[src/rtl/unshifter8_seq_if.sv]
// Request/response bundle for unshifter8_seq.
//   in_valid/in_ready   : request handshake (master drives valid)
//   shiftType, amt, num : forward op code, forward amount, shifted value
//   out_valid/out_ready : result handshake (slave drives valid)
//   out                 : restored value, stable while out_valid is high
//   busy                : slave is working on or holding a request
interface unshifter8_seq_if #(
  parameter int unsigned WIDTH = 8
);
  localparam int unsigned AW = $clog2(WIDTH);

  logic             in_valid;
  logic             in_ready;
  logic [2:0]       shiftType;
  logic [AW-1:0]    amt;
  logic [WIDTH-1:0] num;
  logic             out_valid;
  logic             out_ready;
  logic [WIDTH-1:0] out;
  logic             busy;

  modport master (
    output in_valid, shiftType, amt, num, out_ready,
    input  in_ready, out_valid, out, busy
  );

  modport slave (
    input  in_valid, shiftType, amt, num, out_ready,
    output in_ready, out_valid, out, busy
  );
endinterface

[src/rtl/unshifter8_seq.sv]
// Sequential inverse of the 8-bit combinational shifter. Reconstructs the
// pre-shift operand by applying the opposite shift one bit per clock.
// Bits lost by a forward logical/arithmetic shift come back as zeros.
//   clk : clock, rising edge
//   rst : asynchronous active-high reset
//   bus : unshifter8_seq_if slave (request in, result out, busy)
module unshifter8_seq #(
  parameter int unsigned WIDTH = 8
) (
  input logic              clk,
  input logic              rst,
  unshifter8_seq_if.slave  bus
);
  localparam int unsigned AW = $clog2(WIDTH);

  typedef enum logic [1:0] {StIdle, StShift, StDone} state_e;

  state_e           r_state, w_state_next;
  logic [WIDTH-1:0] r_data, w_data_next, w_step;
  logic [AW-1:0]    r_cnt, w_cnt_next;
  logic [2:0]       r_type, w_type_next;

  // One inverse step of the latched forward operation.
  always_comb begin
    w_step = '0;
    case (r_type)
      3'b000, 3'b010: w_step = {r_data[WIDTH-2:0], 1'b0};
      3'b001, 3'b011: w_step = {1'b0, r_data[WIDTH-1:1]};
      3'b100:         w_step = {r_data[WIDTH-2:0], r_data[WIDTH-1]};
      3'b101:         w_step = {r_data[0], r_data[WIDTH-1:1]};
      default:        w_step = '0;
    endcase
  end

  always_ff @(posedge clk or posedge rst) begin
    if (rst) begin
      r_state <= StIdle;
      r_data  <= '0;
      r_cnt   <= '0;
      r_type  <= '0;
    end else begin
      r_state <= w_state_next;
      r_data  <= w_data_next;
      r_cnt   <= w_cnt_next;
      r_type  <= w_type_next;
    end
  end

  always_comb begin
    w_state_next  = r_state;
    w_data_next   = r_data;
    w_cnt_next    = r_cnt;
    w_type_next   = r_type;
    bus.in_ready  = 1'b0;
    bus.out_valid = 1'b0;
    case (r_state)
      StIdle: begin
        bus.in_ready = 1'b1;
        if (bus.in_valid) begin
          w_type_next = bus.shiftType;
          w_cnt_next  = bus.amt;
          if (bus.shiftType[2:1] == 2'b11) begin
            // Codes 11x have no inverse: result is zero immediately.
            w_data_next  = '0;
            w_state_next = StDone;
          end else begin
            w_data_next  = bus.num;
            w_state_next = (bus.amt == '0) ? StDone : StShift;
          end
        end
      end
      StShift: begin
        w_data_next = w_step;
        w_cnt_next  = r_cnt - 1'b1;
        // Exit on count 1 so the counter never wraps.
        if (r_cnt == AW'(1)) w_state_next = StDone;
      end
      StDone: begin
        bus.out_valid = 1'b1;
        if (bus.out_ready) w_state_next = StIdle;
      end
      default: w_state_next = StIdle;
    endcase
  end

  assign bus.out  = r_data;
  assign bus.busy = (r_state != StIdle);
endmodule

[src/flat_wrapper.sv]
// flat-port wrapper written by rule: the top's interface ports become plain ports
module unshifter8_seq_flat 
#(
  parameter int unsigned WIDTH = 8
)
  (clk, rst, bus_in_valid, bus_shiftType, bus_amt, bus_num, bus_out_ready, bus_in_ready, bus_out_valid, bus_out, bus_busy);
  unshifter8_seq_if #(.WIDTH(WIDTH)) bus_i ();
  input logic clk;
  input logic rst;
  input wire logic [$bits(bus_i.in_valid)-1:0] bus_in_valid;
  input wire logic [$bits(bus_i.shiftType)-1:0] bus_shiftType;
  input wire logic [$bits(bus_i.amt)-1:0] bus_amt;
  input wire logic [$bits(bus_i.num)-1:0] bus_num;
  input wire logic [$bits(bus_i.out_ready)-1:0] bus_out_ready;
  output wire logic [$bits(bus_i.in_ready)-1:0] bus_in_ready;
  output wire logic [$bits(bus_i.out_valid)-1:0] bus_out_valid;
  output wire logic [$bits(bus_i.out)-1:0] bus_out;
  output wire logic [$bits(bus_i.busy)-1:0] bus_busy;
  assign bus_i.in_valid = bus_in_valid;
  assign bus_i.shiftType = bus_shiftType;
  assign bus_i.amt = bus_amt;
  assign bus_i.num = bus_num;
  assign bus_i.out_ready = bus_out_ready;
  assign bus_in_ready = bus_i.in_ready;
  assign bus_out_valid = bus_i.out_valid;
  assign bus_out = bus_i.out;
  assign bus_busy = bus_i.busy;
  unshifter8_seq #(.WIDTH(WIDTH)) u_core (.clk(clk), .rst(rst), .bus(bus_i));
endmodule
[config.mk]
export PLATFORM = sky130hd
export DESIGN_NAME = unshifter8_seq_flat
export DESIGN_NICKNAME = d
export VERILOG_FILES = /design/src/rtl/unshifter8_seq_if.sv /design/src/rtl/unshifter8_seq.sv /design/src/flat_wrapper.sv
export SDC_FILE = /design/constraint.sdc
export NUM_CORES = 1
export LEC_CHECK = 0
export CORE_MARGIN = 10
export CORE_UTILIZATION = 55
export DETAILED_ROUTE_END_ITERATION = 8
export DONT_BUFFER_PORTS = 1
export HOLD_SLACK_MARGIN = 0.15
export PLACE_DENSITY = 0.7
export RECOVER_POWER = 100
export SYNTH_ARGS = -nofsm -noshare
export SYNTH_HDL_FRONTEND = slang
export SYNTH_SLANG_ARGS = --single-unit
[constraint.sdc]
create_clock -name clk -period 1.5 [get_ports clk]
set_input_delay 0.075 -clock clk [delete_from_list [all_inputs] [get_ports clk]]
set_output_delay 0.075 -clock clk [all_outputs]
set_load 0.005 [all_outputs]
== Word-level counts from Yosys, hierarchy flattened ==
Index checks and enable logic that the tools add are counted.

* Register bits after elaboration: 16
* Input bits: 18
* Output and inout bits: 11
* Word-level logic and storage cells: 41

* Add/sub/neg operators: 1
* Equal/unequal tests: 12
* Multiplexer cells: 14
* Reductions and logical operators: 10

{| class="wikitable"
|+ Operators with widths
! kind !! number
|-
| 8-bit case mux with 4 select lines || 1
|-
| 8-bit two-way mux || 2
|-
| 8-bit case mux with 2 select lines || 1
|-
| 2-bit two-way mux || 5
|-
| 3-bit by 1-bit == test with 1-bit output, second input constant || 2
|-
| 3-bit by 2-bit == test with 1-bit output, second input constant || 2
|-
| 3-bit == test, second input constant || 2
|-
| 3-bit zero test || 2
|-
| 2-bit case mux with 3 select lines || 1
|-
| 3-bit case mux with 2 select lines || 1
|-
| 2-bit == test, second input constant || 2
|-
| 2-bit != test, second input constant || 2
|-
| 2-bit AND reduction || 2
|-
| 2-bit nonzero test || 2
|-
| 2-bit OR reduction || 2
|-
| 3-bit two-way mux || 1
|-
| 3-bit AND reduction || 1
|-
| 3-bit by 1-bit subtractor with 3-bit output, second input constant || 1
|-
| 2-bit by 1-bit == test with 1-bit output, second input constant || 1
|-
| 2-bit zero test || 1
|-
| 1-bit two-way mux || 2
|-
| 2-bit by 1-bit != test with 1-bit output, second input constant || 1
|}

== Depth between registers and ports, before layout ==
Gate-level depths: netlist of the first run.

* Depth in word-level cells: 5
* Gate-level depth with buffers: 5
* Gate-level depth less buffers: 5

== Worst setup path before layout of the first run ==
OpenSTA, ideal clock, no wires.

* Path type: register -> register
* From: reg u_core.r_state[1]
* To: reg u_core.r_cnt[2]
* Library setup time: 0.123 ns
* Arrival time: 1.046 ns
* Data required time: 1.377 ns
* Slack: 0.332 ns
* Stages on the path, launching flop included: 5
* Buffers on the path: 1
* Clock period less this slack: 1.168 ns
* Path through: dfrtp_1 -> buf_4 -> nand2b_4 -> o22a_1 -> o221a_2

* Word-level cells in the longest chain between the ends: 3
* Elaborated cells on any way between the ends: 6
* Those cells by class: eq/ne: 2; mux: 1; reduce/logical: 3

{| class="wikitable"
|+ RTL lines
! item !! RTL line !! RTL
|-
| start, declared || unshifter8_seq.sv:18 || <nowiki>state_e r_state, w_state_next;</nowiki>
|-
| start signal, assigned || unshifter8_seq.sv:37 || <nowiki>r_state <= StIdle;</nowiki>
|-
| start signal, assigned || unshifter8_seq.sv:42 || <nowiki>r_state <= w_state_next;</nowiki>
|-
| 2-bit by 1-bit == test with 1-bit output / 2-bit zero test (equally long branches) || unshifter8_seq.sv:56 || <nowiki>case (r_state)</nowiki>
|-
| 2-bit nonzero test (no line) / 2-bit != test (equally long branches) || - ||
|-
| 2-bit AND reduction (no line) || - ||
|-
| end signal, assigned || unshifter8_seq.sv:44 || <nowiki>r_cnt <= w_cnt_next;</nowiki>
|-
| end, declared || unshifter8_seq.sv:20 || <nowiki>logic [AW-1:0] r_cnt, w_cnt_next;</nowiki>
|}

Several ways; a longest one is shown, not always the timed one.
A chain may end at the register's enable or synchronous reset.

== Final worst setup path of the first run ==
* From: reg u_core.r_state[1]
* To: reg u_core.r_data[2], in the netlist u_core.bus.out[2]

* Word-level cells in the longest chain between the ends: 3
* Elaborated cells on any way between the ends: 6
* Those cells by class: eq/ne: 2; mux: 1; reduce/logical: 3

{| class="wikitable"
|+ RTL lines
! item !! RTL line !! RTL
|-
| 2-bit by 1-bit == test with 1-bit output / 2-bit zero test (equally long branches) || unshifter8_seq.sv:56 ||
|-
| 2-bit nonzero test (no line) / 2-bit != test (equally long branches) || - ||
|-
| 2-bit AND reduction (no line) || - ||
|-
| end signal, assigned || unshifter8_seq.sv:43 || <nowiki>r_data <= w_data_next;</nowiki>
|-
| end, declared || unshifter8_seq.sv:19 || <nowiki>logic [WIDTH-1:0] r_data, w_data_next, w_step;</nowiki>
|}

Several ways; a longest one is shown, not always the timed one.

==> metrics.yaml, run 1 <==
status:
  status: "finished, final reports clean"
cells_and_area:
  final_util_pct: 68.24
  mostFrequentLayoutCells: "17 x dlygate4sd3_1, 16 x dfrtp_1, 14 x nand3_1"
  instances_no_fill: 146
  layout_commonest_cell: "dlygate4sd3_1"
  insertedDiodeCount: 0
  final_nets: 143
  syn_to_final_growth_pct: 15.67
  fillCellCount: 130
  drive_gt1_share_pct: 15.70
yosys:
  yosysTopAreaCell: "dfrtp_1"
  synth_edf_count: 0
  synth.avg_cell_area_um2: 9.715
  netlist_area_mm2: 0.001030
  ys_warn_count: 0
  yosys_register_bits: 16
  synth_flop_cell: "dfrtp_1"
  syn_nets: 126
  synth_area_leaders: "dfrtp_1 39%, mux2_2 9.8%, nand3_1 6.8%, a31oi_1 3.6%, nor2_1 3.6%"
  seq_area_frac_synth_pct: 38.88
  yosys.area.top_type_share_pct: 38.88
  synth_cell_types: 35
  synth_cells: 106
  synthArstFlopShare_pct: 100.0
floorplanning:
  dieHeight_um: 63.27
  core-area_mm2: 0.001745
  io_pins: 29
  start_util_pct: 59.00
  dieArea_mm2: 0.004003
  rows: 15
  die_w_um: 63.27
critical_path:
  critPathMaxFanout: 11
  r2r_end: "u_core.bus.out[2]"
  worst_setup_path_end_kind: "flip-flop"
  cp-start-kind: "flip-flop"
  cp.arrival_ns: 1.54
  worstSetupEndpoint: "u_core.bus.out[2]"
  reg2reg_from: "u_core.r_state[1]"
  r2r_slack_ns: 0.15
  worstPathRequired_ns: 1.70
  reg2regPathDepth: 3
  cp-startpoint: "u_core.r_state[1]"
  crit_type: "flip-flop to flip-flop"
global_route:
  grt_use_met1_pct: 14.66
  grt_usage_pct: 12.44
  overflow: 0
  antenna_found_initial: 0
  met2_usage_pct: 20.05
  grt_pass1_vias: 898
  grt_use_met3_pct: 4.240
  grt_pass1_wl_um: 4188
  grt-busiest-layer: "met2"
  grt_start_max_net_pins: 17
power:
  p_sw_share_pct: 42.35
  ir_worst_vdd_v: 0.001031
  power.leakage_uw: 0.0004930
  p_per_area_mw_per_mm2: 1915
  clockPowerShare_pct: 9.8
  seqPwrFrac_pct: 42.6
  comb_power_share_pct: 47.6
  internal-power_uw: 1315
  p_sw_uw: 965.9
sta:
  setup_viol: 0
  fin_skew_ns: 0.0007455
  slew_headroom_pct: 58.13
  finalWorstSetupSlack_ns: 0.1529
  slew_violations: 0
  worst_pin_slew_ns: 0.6273
  min_period_ns: 1.347
  finalSetupTns_ns: 0
  holdWs_ns: 0.2016
  post-route-period-util_pct: 89.81
  rsz0062_at_grt: "false"
  hold_violations: 0
  timing.fmax_mhz: 742.3
placement:
  dp.cells: 126
  hpwlAfterDp_um: 1691
  numPortBuffers: 0
  pre_cts_ws_ns: 0.1638
  gp_congestion: 0.7980
cts:
  clk_pin_slew_ns: 0.09
  clkSinkCount: 16
  clockRootBuffer: "clkbuf_4"
  cts_max_level: 1
  clk_latency_ns: 0.28
  cts_setup_buffers: 0
  clk_path_buf_depth: 2
  cts_buffers: 3
  cts_tree: "yes"
routing:
  wl_per_cell_um: 16.65
  routed_wl_um: 2431
  via_per_inst: 5.658
  vias: 826
  drc: 0
  first_pass_iters: 4
  dr.first_iter.drc_count: 25
  ant_nets: 0
min_path:
  hold_path.class: "input pin to flip-flop"
job:
  drv_cap: 0
## synthesized netlist by cell type, drive strengths merged, types with 2 or more instances
| cell | count |
|---|---|
| a21oi | 4 |
| a31oi | 8 |
| buf | 7 |
| dfrtp | 16 |
| ha | 2 |
| inv | 6 |
| mux2 | 9 |
| nand2 | 4 |
| nand2b | 3 |
| nand3 | 14 |
| nor2 | 13 |
| nor2b | 2 |
| o211ai | 2 |
| o21ai | 2 |
| o22ai | 2 |
## flip-flops by register name (all words and copies together) (netlist names)
signal          cells
u_core.r_state      2
u_core.bus.out      8
u_core.r_type       3
u_core.r_cnt        3
## through the flow
step	total power, uW	cell area (um^2)
final	2281	1191
after detailed placement	2069	1017
after floorplan	1929	1030
after global routing	2497	1191
after CTS	2342	1210
after global placement	2037	1017
## area by class of cell
| type | count | area [um^2] | share of cell area, % |
|---|---|---|---|
| Clock buffer | 3 | 22.52 | 1.891 |
| Multi-Input combinational cell | 77 | 520.5 | 43.70 |
| Inverter | 6 | 22.52 | 1.891 |
| Tap cell | 25 | 31.28 | 2.626 |
| Timing Repair Buffer | 19 | 193.9 | 16.28 |
| Sequential cell | 16 | 400.4 | 33.61 |
## power by group through the flow
stage,combinational (uW),sequential (uW),clock [uW]
2_1_floorplan,1100,827,0
3_3_place_gp,1060,981,0
4_1_cts,1120,987,240
6_report,1090,971,225
3_5_place_dp,1070,995,0
5_1_grt,1220,1030,252
## worst min path at each step
stage | from | to | cells past startpoint
2_1_floorplan | rst | u_core.bus.out[0] | 1
3_3_place_gp | rst | u_core.r_cnt[0] | 1
3_5_place_dp | rst | u_core.r_cnt[0] | 1
4_1_cts | bus_in_valid | u_core.bus.out[2] | 3
5_1_grt | bus_in_valid | u_core.bus.out[4] | 3
6_report | bus_in_valid | u_core.bus.out[4] | 3
## metal layers
| metal | vias to the layer above | share of wire (%) |
|---|---|---|
| met3 | 2 | 8.1 |
| met4 | 0 | 0.62 |
| met1 | 387 | 42 |
| met5 | - | 0 |
| li1 | 410 | - |
| met2 | 27 | 49 |
## worst max-delay path, cell delays in order, from the launching register on
cell	delay (ns)
dfrtp_1	0.52
nand2b_1	0.39
nand3_1	0.14
a31oi_1	0.21
## kinds of logic (layout without fill, tap and decap cells)
family | Yosys count | after routing | synth area share [%]
and+or+nand+nor | 42 | 42 | 22.84
AOI/OAI and AO/OA | 24 | 24 | 16.89
DFF | 16 | 16 | 38.88
buffers and inverters | 13 | 28 | 9.113
muxes | 9 | 9 | 9.842
adders and majority gates | 2 | 2 | 2.430
## repair_timing
item	4_1_cts	5_1_grt
gates resized for setup	0	0
hold buffers	17	0
hold endpoints to repair	32	0
(Power assumes the default switching activity.)
==> inputs of run 2 (changes only) <==
Settings changed: CORE_UTILIZATION 55 to 61, PLACE_DENSITY 0.7 to 0.77.
==> metrics.yaml, run 2 (synthesis results as in run 1) <==
cells_and_area:
  insertedDiodeCount: 0  # unchanged
  largest_reg_flops: 8  # unchanged
  mostFrequentLayoutCells: "17 x dlygate4sd3_1, 16 x dfrtp_1, 14 x nand3_1"
  drive_gt1_share_pct: 17.36  # +1.7 points
  final_nets: 142  # -0.70%
  final_util_pct: 76.00  # +7.8 points
  syn_to_final_growth_pct: 15.07
  layout_commonest_cell: "dlygate4sd3_1"
routing:
  ant_nets: 0  # unchanged
  dr.first_iter.drc_count: 22  # -12%
  first_pass_iters: 4  # unchanged
  vias: 887  # +7.4%
  wl_per_cell_um: 19.18  # +15%
  routed_wl_um: 2628  # +8.1%
  drc: 0  # unchanged
  via_per_inst: 6.474  # +14%
job:
  drv_cap: 0  # unchanged
floorplanning:
  dieArea_mm2: 0.003731  # -6.8%
  rows: 14  # -1
  dieHeight_um: 61.09  # -3.5%
  die_w_um: 61.09  # -3.5%
  core-area_mm2: 0.001559  # -11%
  start_util_pct: 66.05  # +7.1 points
  io_pins: 29  # unchanged
min_path:
  hold_end: "u_core.r_state[0]"
  hold_path.class: "input pin to flip-flop"
  worstHoldPathCells: 3  # unchanged
  hp-start: "bus_amt[2]"
critical_path:
  reg2regPathDepth: 3  # unchanged
  cp-start-kind: "flip-flop"
  r2r_end: "u_core.r_type[2]"
  worst_setup_path_end_kind: "flip-flop"
  worstPathRequired_ns: 1.67  # -0.03 ns
  crit_type: "flip-flop to flip-flop"
  reg2reg_from: "u_core.r_state[1]"
  critPathMaxFanout: 11  # unchanged
  r2r_slack_ns: 0.12  # -0.03 ns
  cp.arrival_ns: 1.55  # about the same
sta:
  timing.fmax_mhz: 726.5  # -2.1%
  hold_violations: 0  # unchanged
  fin_skew_ns: 0.006889  # +0.006143 ns
  slew_violations: 0  # unchanged
  finalSetupTns_ns: 0  # unchanged
  slew_headroom_pct: 59.71  # +1.6 points
  post-route-period-util_pct: 91.76  # +2.0 points
  finalWorstSetupSlack_ns: 0.1236  # -0.02932 ns
  rsz0062_at_grt: "false"
  setup_viol: 0  # unchanged
  min_period_ns: 1.376  # +0.02932 ns
  worst_pin_slew_ns: 0.6036  # -0.02370 ns
global_route:
  grt_pass1_vias: 931  # +3.7%
  antenna_found_initial: 0  # unchanged
  overflow: 0  # unchanged
  grt_start_max_net_pins: 17  # unchanged
  grt_pass1_wl_um: 4360  # +4.1%
  grt_usage_pct: 15.12  # +2.7 points
cts:
  clk_latency_ns: 0.28  # about the same
  cts_tree: "yes"
  cts_max_level: 1  # unchanged
  clkSinkCount: 16  # unchanged
  cts_setup_buffers: 0  # unchanged
  clockRootBuffer: "clkbuf_4"
  cts_buffers: 3  # unchanged
  clk_path_buf_depth: 2  # unchanged
  clk_pin_slew_ns: 0.10  # about the same
placement:
  pre_cts_ws_ns: 0.07236  # -0.09146 ns
  hpwlAfterDp_um: 1706  # +0.90%
  gp_congestion: 0.8386  # +5.1%
  numPortBuffers: 0  # unchanged
power:
  ir_worst_vdd_v: 0.001383  # +34%
  p_per_area_mw_per_mm2: 1993  # +4.1%
  power.leakage_uw: 0.0004975  # +0.91%
status:
  status: "finished, final reports clean"
run 2: cell count changes in the layout (fill, tap and decap cells not counted):
cell	before	now
buf_12	1	0
buf_4	0	1
clkbuf_1	1	0
clkbuf_8	0	1
nand2b_1	3	2
nand2b_2	0	1
nor2b_2	1	0
nor2b_4	0	1
run 2: final cells by class:
| class | count | area (um^2) |
|---|---|---|
| well taps | 16 | 20.02 |
| fillers | 112 | 374.1 |
| repair buffers | 18 | 177.7 |
| clock buffers | 4 | 36.28 |
| multi-input cells | 77 | 528.0 |
| flip-flops and latches | 16 | 400.4 |
| inverters | 6 | 22.52 |
run 2: repair_timing:
| action | CTS | global route |
|---|---|---|
| hold buffers | 17 | 0 |
| hold endpoints to repair | 32 | 0 |
| endpoints found under the setup margin | 0 | 7 |
| gates resized for setup | 0 | 2 |
run 2: worst max-delay path by stage:
stage / from / to / slack [ns] / depth (start not counted)
after floorplan: u_core.r_state[1] / u_core.r_cnt[2] / 0.33 / 4
after global placement: u_core.r_state[0] / u_core.bus.out[4] / 0.12 / 3
after detailed placement: u_core.r_state[0] / u_core.bus.out[0] / 0.07 / 3
after CTS: u_core.r_state[0] / u_core.bus.out[0] / 0.07 / 3
after global routing: u_core.r_state[0] / u_core.r_type[2] / 0.04 / 3
final: u_core.r_state[1] / u_core.r_type[2] / 0.12 / 3
run 2: through the flow:
step	total power, uW	std cells	area, um^2	hold WS [ns]
after floorplan	1929	106	1030	-0.01126
after global placement	1981	116	985.9	0.06997
after detailed placement	2028	116	985.9	0.06553
after CTS	2353	137	1192	0.1559
after global routing	2567	137	1185	0.2008
final	2362	137	1185	0.1529
run 2: layer usage:
layer	up-vias	global-route usage (%)	part of all wire, %
met5	-	0	0
met4	0	5.537	1.9
met3	8	5.967	9.6
met2	37	24.41	48
met1	427	17.72	40
li1	415	-	-
run 2: report_power, final:
| part | leakage (uW) | internal [uW] | switching [uW] |
|---|---|---|---|
| logic | 0.000290 | 547 | 519 |
| clock network | 0.0000210 | 148 | 139 |
| registers | 0.000187 | 653 | 357 |
run 2: worst max-delay path, cell delays in order (launching register included):
cell and delay, ns:
dfrtp_1 0.52, nor2_1 0.28, nand2_1 0.17, mux2_2 0.29
==> inputs of run 3 (changes only) <==
Settings changed: CORE_UTILIZATION 61 to 40, GPL_ROUTABILITY_DRIVEN set to 0, HOLD_SLACK_MARGIN 0.15 to 0.12, PLACE_DENSITY 0.77 to unset.
==> metrics.yaml, run 3 (synthesis results as in run 1) <==
sta:
  slew_headroom_pct: 56.38  # -3.3 points
  min_period_ns: 1.388  # +0.01169 ns
  post-route-period-util_pct: 92.54  # +0.78 points
  fin_skew_ns: 0.002206  # -0.004683 ns
  hold_violations: 0  # unchanged
  setup_viol: 0  # unchanged
  finalSetupTns_ns: 0  # unchanged
  rsz0062_at_grt: "false"
  worst_pin_slew_ns: 0.6535  # +0.04992 ns
  slew_violations: 0  # unchanged
  holdWs_ns: 0.2171  # +0.06425 ns
  timing.fmax_mhz: 720.4  # -0.84%
routing:
  dr.first_iter.drc_count: 104  # +370%
  first_pass_iters: 4  # unchanged
  routed_wl_um: 2499  # -4.9%
  via_per_inst: 5.494  # -15%
  drc: 0  # unchanged
  ant_nets: 0  # unchanged
  wl_per_cell_um: 16.23  # -15%
  vias: 846  # -4.6%
critical_path:
  cp-start-kind: "flip-flop"
  slowest_delay_ns: 0.59  # +0.07 ns
  r2r_slack_ns: 0.11  # about the same
  cp_slowest_cell: "dlygate4sd3_1"
  worst_setup_path_end_kind: "flip-flop"
  worst-path-buf-inv: 2  # +2
  worstPathRequired_ns: 1.72  # +0.05 ns
  crit_type: "flip-flop to flip-flop"
  cp.depth: 4  # +1
  cp.arrival_ns: 1.61  # +0.06 ns
  reg2reg_from: "u_core.r_state[0]"
  r2r_end: "u_core.r_state[0]"
  cpLargestDelayFamily: "buffers and inverters"
  crit_chain: "inv_1 > nand4_1 > dlygate4sd3_1 > a21oi_1"
  critPathMaxFanout: 5  # -6
  reg2regPathDepth: 4  # +1
min_path:
  hold_end: "u_core.bus.out[0]"
  worstHoldPathCells: 3  # unchanged
  hold_path.class: "input pin to flip-flop"
  hp-start: "bus_in_valid"
cells_and_area:
  mostFrequentLayoutCells: "18 x dlygate4sd3_1, 15 x dfrtp_1, 14 x nand3_1"
  final_util_pct: 49.14  # -27 points
  regArea_um2: 401.6  # +0.31%
  largest_reg_flops: 8  # unchanged
  fillCellCount: 241  # +120%
  instances_no_fill: 154  # +12%
  insertedDiodeCount: 0  # unchanged
  drive_gt1_share_pct: 17.74  # +0.39 points
  syn_to_final_growth_pct: 18.23
  layout_commonest_cell: "dlygate4sd3_1"
  multi_input_area_um2: 520.5  # -1.4%
  final_nets: 145  # +2.1%
placement:
  hpwlAfterDp_um: 1824  # +6.9%
  numPortBuffers: 0  # unchanged
  dp.cells: 131  # +13%
floorplanning:
  dieArea_mm2: 0.005003  # +34%
  core-area_mm2: 0.002477  # +59%
  io_pins: 29  # unchanged
  start_util_pct: 41.57  # -24 points
  rows: 18  # +4
  die_w_um: 70.74  # +16%
  dieHeight_um: 70.74  # +16%
global_route:
  grt_usage_pct: 10.03  # -5.1 points
  grt_start_max_net_pins: 17  # unchanged
  grt_pass1_vias: 887  # -4.7%
  overflow: 0  # unchanged
  grt_pass1_wl_um: 4312  # -1.1%
  antenna_found_initial: 0  # unchanged
power:
  p_per_area_mw_per_mm2: 1915  # -3.9%
  ir_worst_vdd_v: 0.001011  # -27%
  power.leakage_uw: 0.0005024  # +0.99%
cts:
  clockRootBuffer: "clkbuf_4"
  clkSinkCount: 16  # unchanged
  cts_max_level: 1  # unchanged
  clk_path_buf_depth: 2  # unchanged
  clk_latency_ns: 0.29  # about the same
  cts_tree: "yes"
  cts_buffers: 3  # unchanged
  clk_pin_slew_ns: 0.10  # about the same
status:
  status: "finished, final reports clean"
job:
  drv_cap: 0  # unchanged
run 3: changes by cell type in the layout (fill, tap and decap cells not counted):
cell,previous run,this run
dfrtp_1,16,15
dfrtp_2,0,1
buf_4,1,2
dlygate4sd3_1,17,18
nand2b_1,2,3
nor2b_4,1,0
clkbuf_1,0,1
nor2b_2,0,1
nand2b_2,1,0
run 3: worst reg2reg max path, delay by kind of cell, from the launching register on:
family | cells | cell delay (ns)
AOI/OAI and AO/OA | 1 | 0.12
buffers and inverters | 2 | 0.68
DFF | 1 | 0.44
and+or+nand+nor | 1 | 0.08
run 3: how the worst max path moves through the flow:
stage / to / startpoint / slack, ns
floorplan: u_core.r_cnt[2] / u_core.r_state[1] / 0.33
global placement: u_core.bus.out[1] / u_core.r_state[1] / 0.22
detailed placement: u_core.bus.out[2] / u_core.r_state[1] / 0.16
CTS: u_core.r_state[0] / u_core.r_state[0] / 0.06
global route: u_core.r_state[0] / u_core.r_state[0] / 0.03
finish: u_core.r_state[0] / u_core.r_state[0] / 0.11
run 3: what timing repair did:
item                                    in CTS  in global routing
endpoints found under the hold margin       32                  0
setup buffers                                0                  1
hold buffers                                18                  0
endpoints found under the setup margin       0                  4
gates resized for setup                      0                  2
run 3: metal layers:
metal / track usage, % / share of wire [%]
met1: 11.84 / 44
met4: 1.935 / 0.48
met5: 0 / 0
met3: 4.463 / 7.5
met2: 16.42 / 48
run 3: stage by stage:
step | worst slack (ns) | instance area [um^2] | total power [uW]
finish | 0.1119 | 1217 | 2331
global placement | 0.2225 | 1011 | 2015
floorplan | 0.3317 | 1030 | 1929
CTS | 0.06252 | 1227 | 2380
detailed placement | 0.1620 | 1011 | 2040
global route | 0.02792 | 1217 | 2562
run 3: cell type report:
| type | count | share of cell area [%] |
|---|---|---|
| Timing Repair Buffer | 21 | 16.34 |
| Clock buffer | 4 | 2.980 |
| Tap cell | 30 | 3.083 |
| Multi-Input combinational cell | 77 | 42.75 |
| Inverter | 6 | 1.850 |
| Sequential cell | 16 | 32.99 |
run 3: power breakdown:
group,switching (uW),internal [uW],total [uW]
logic,508,556,1060
registers,320,656,976
clock network,142,148,290
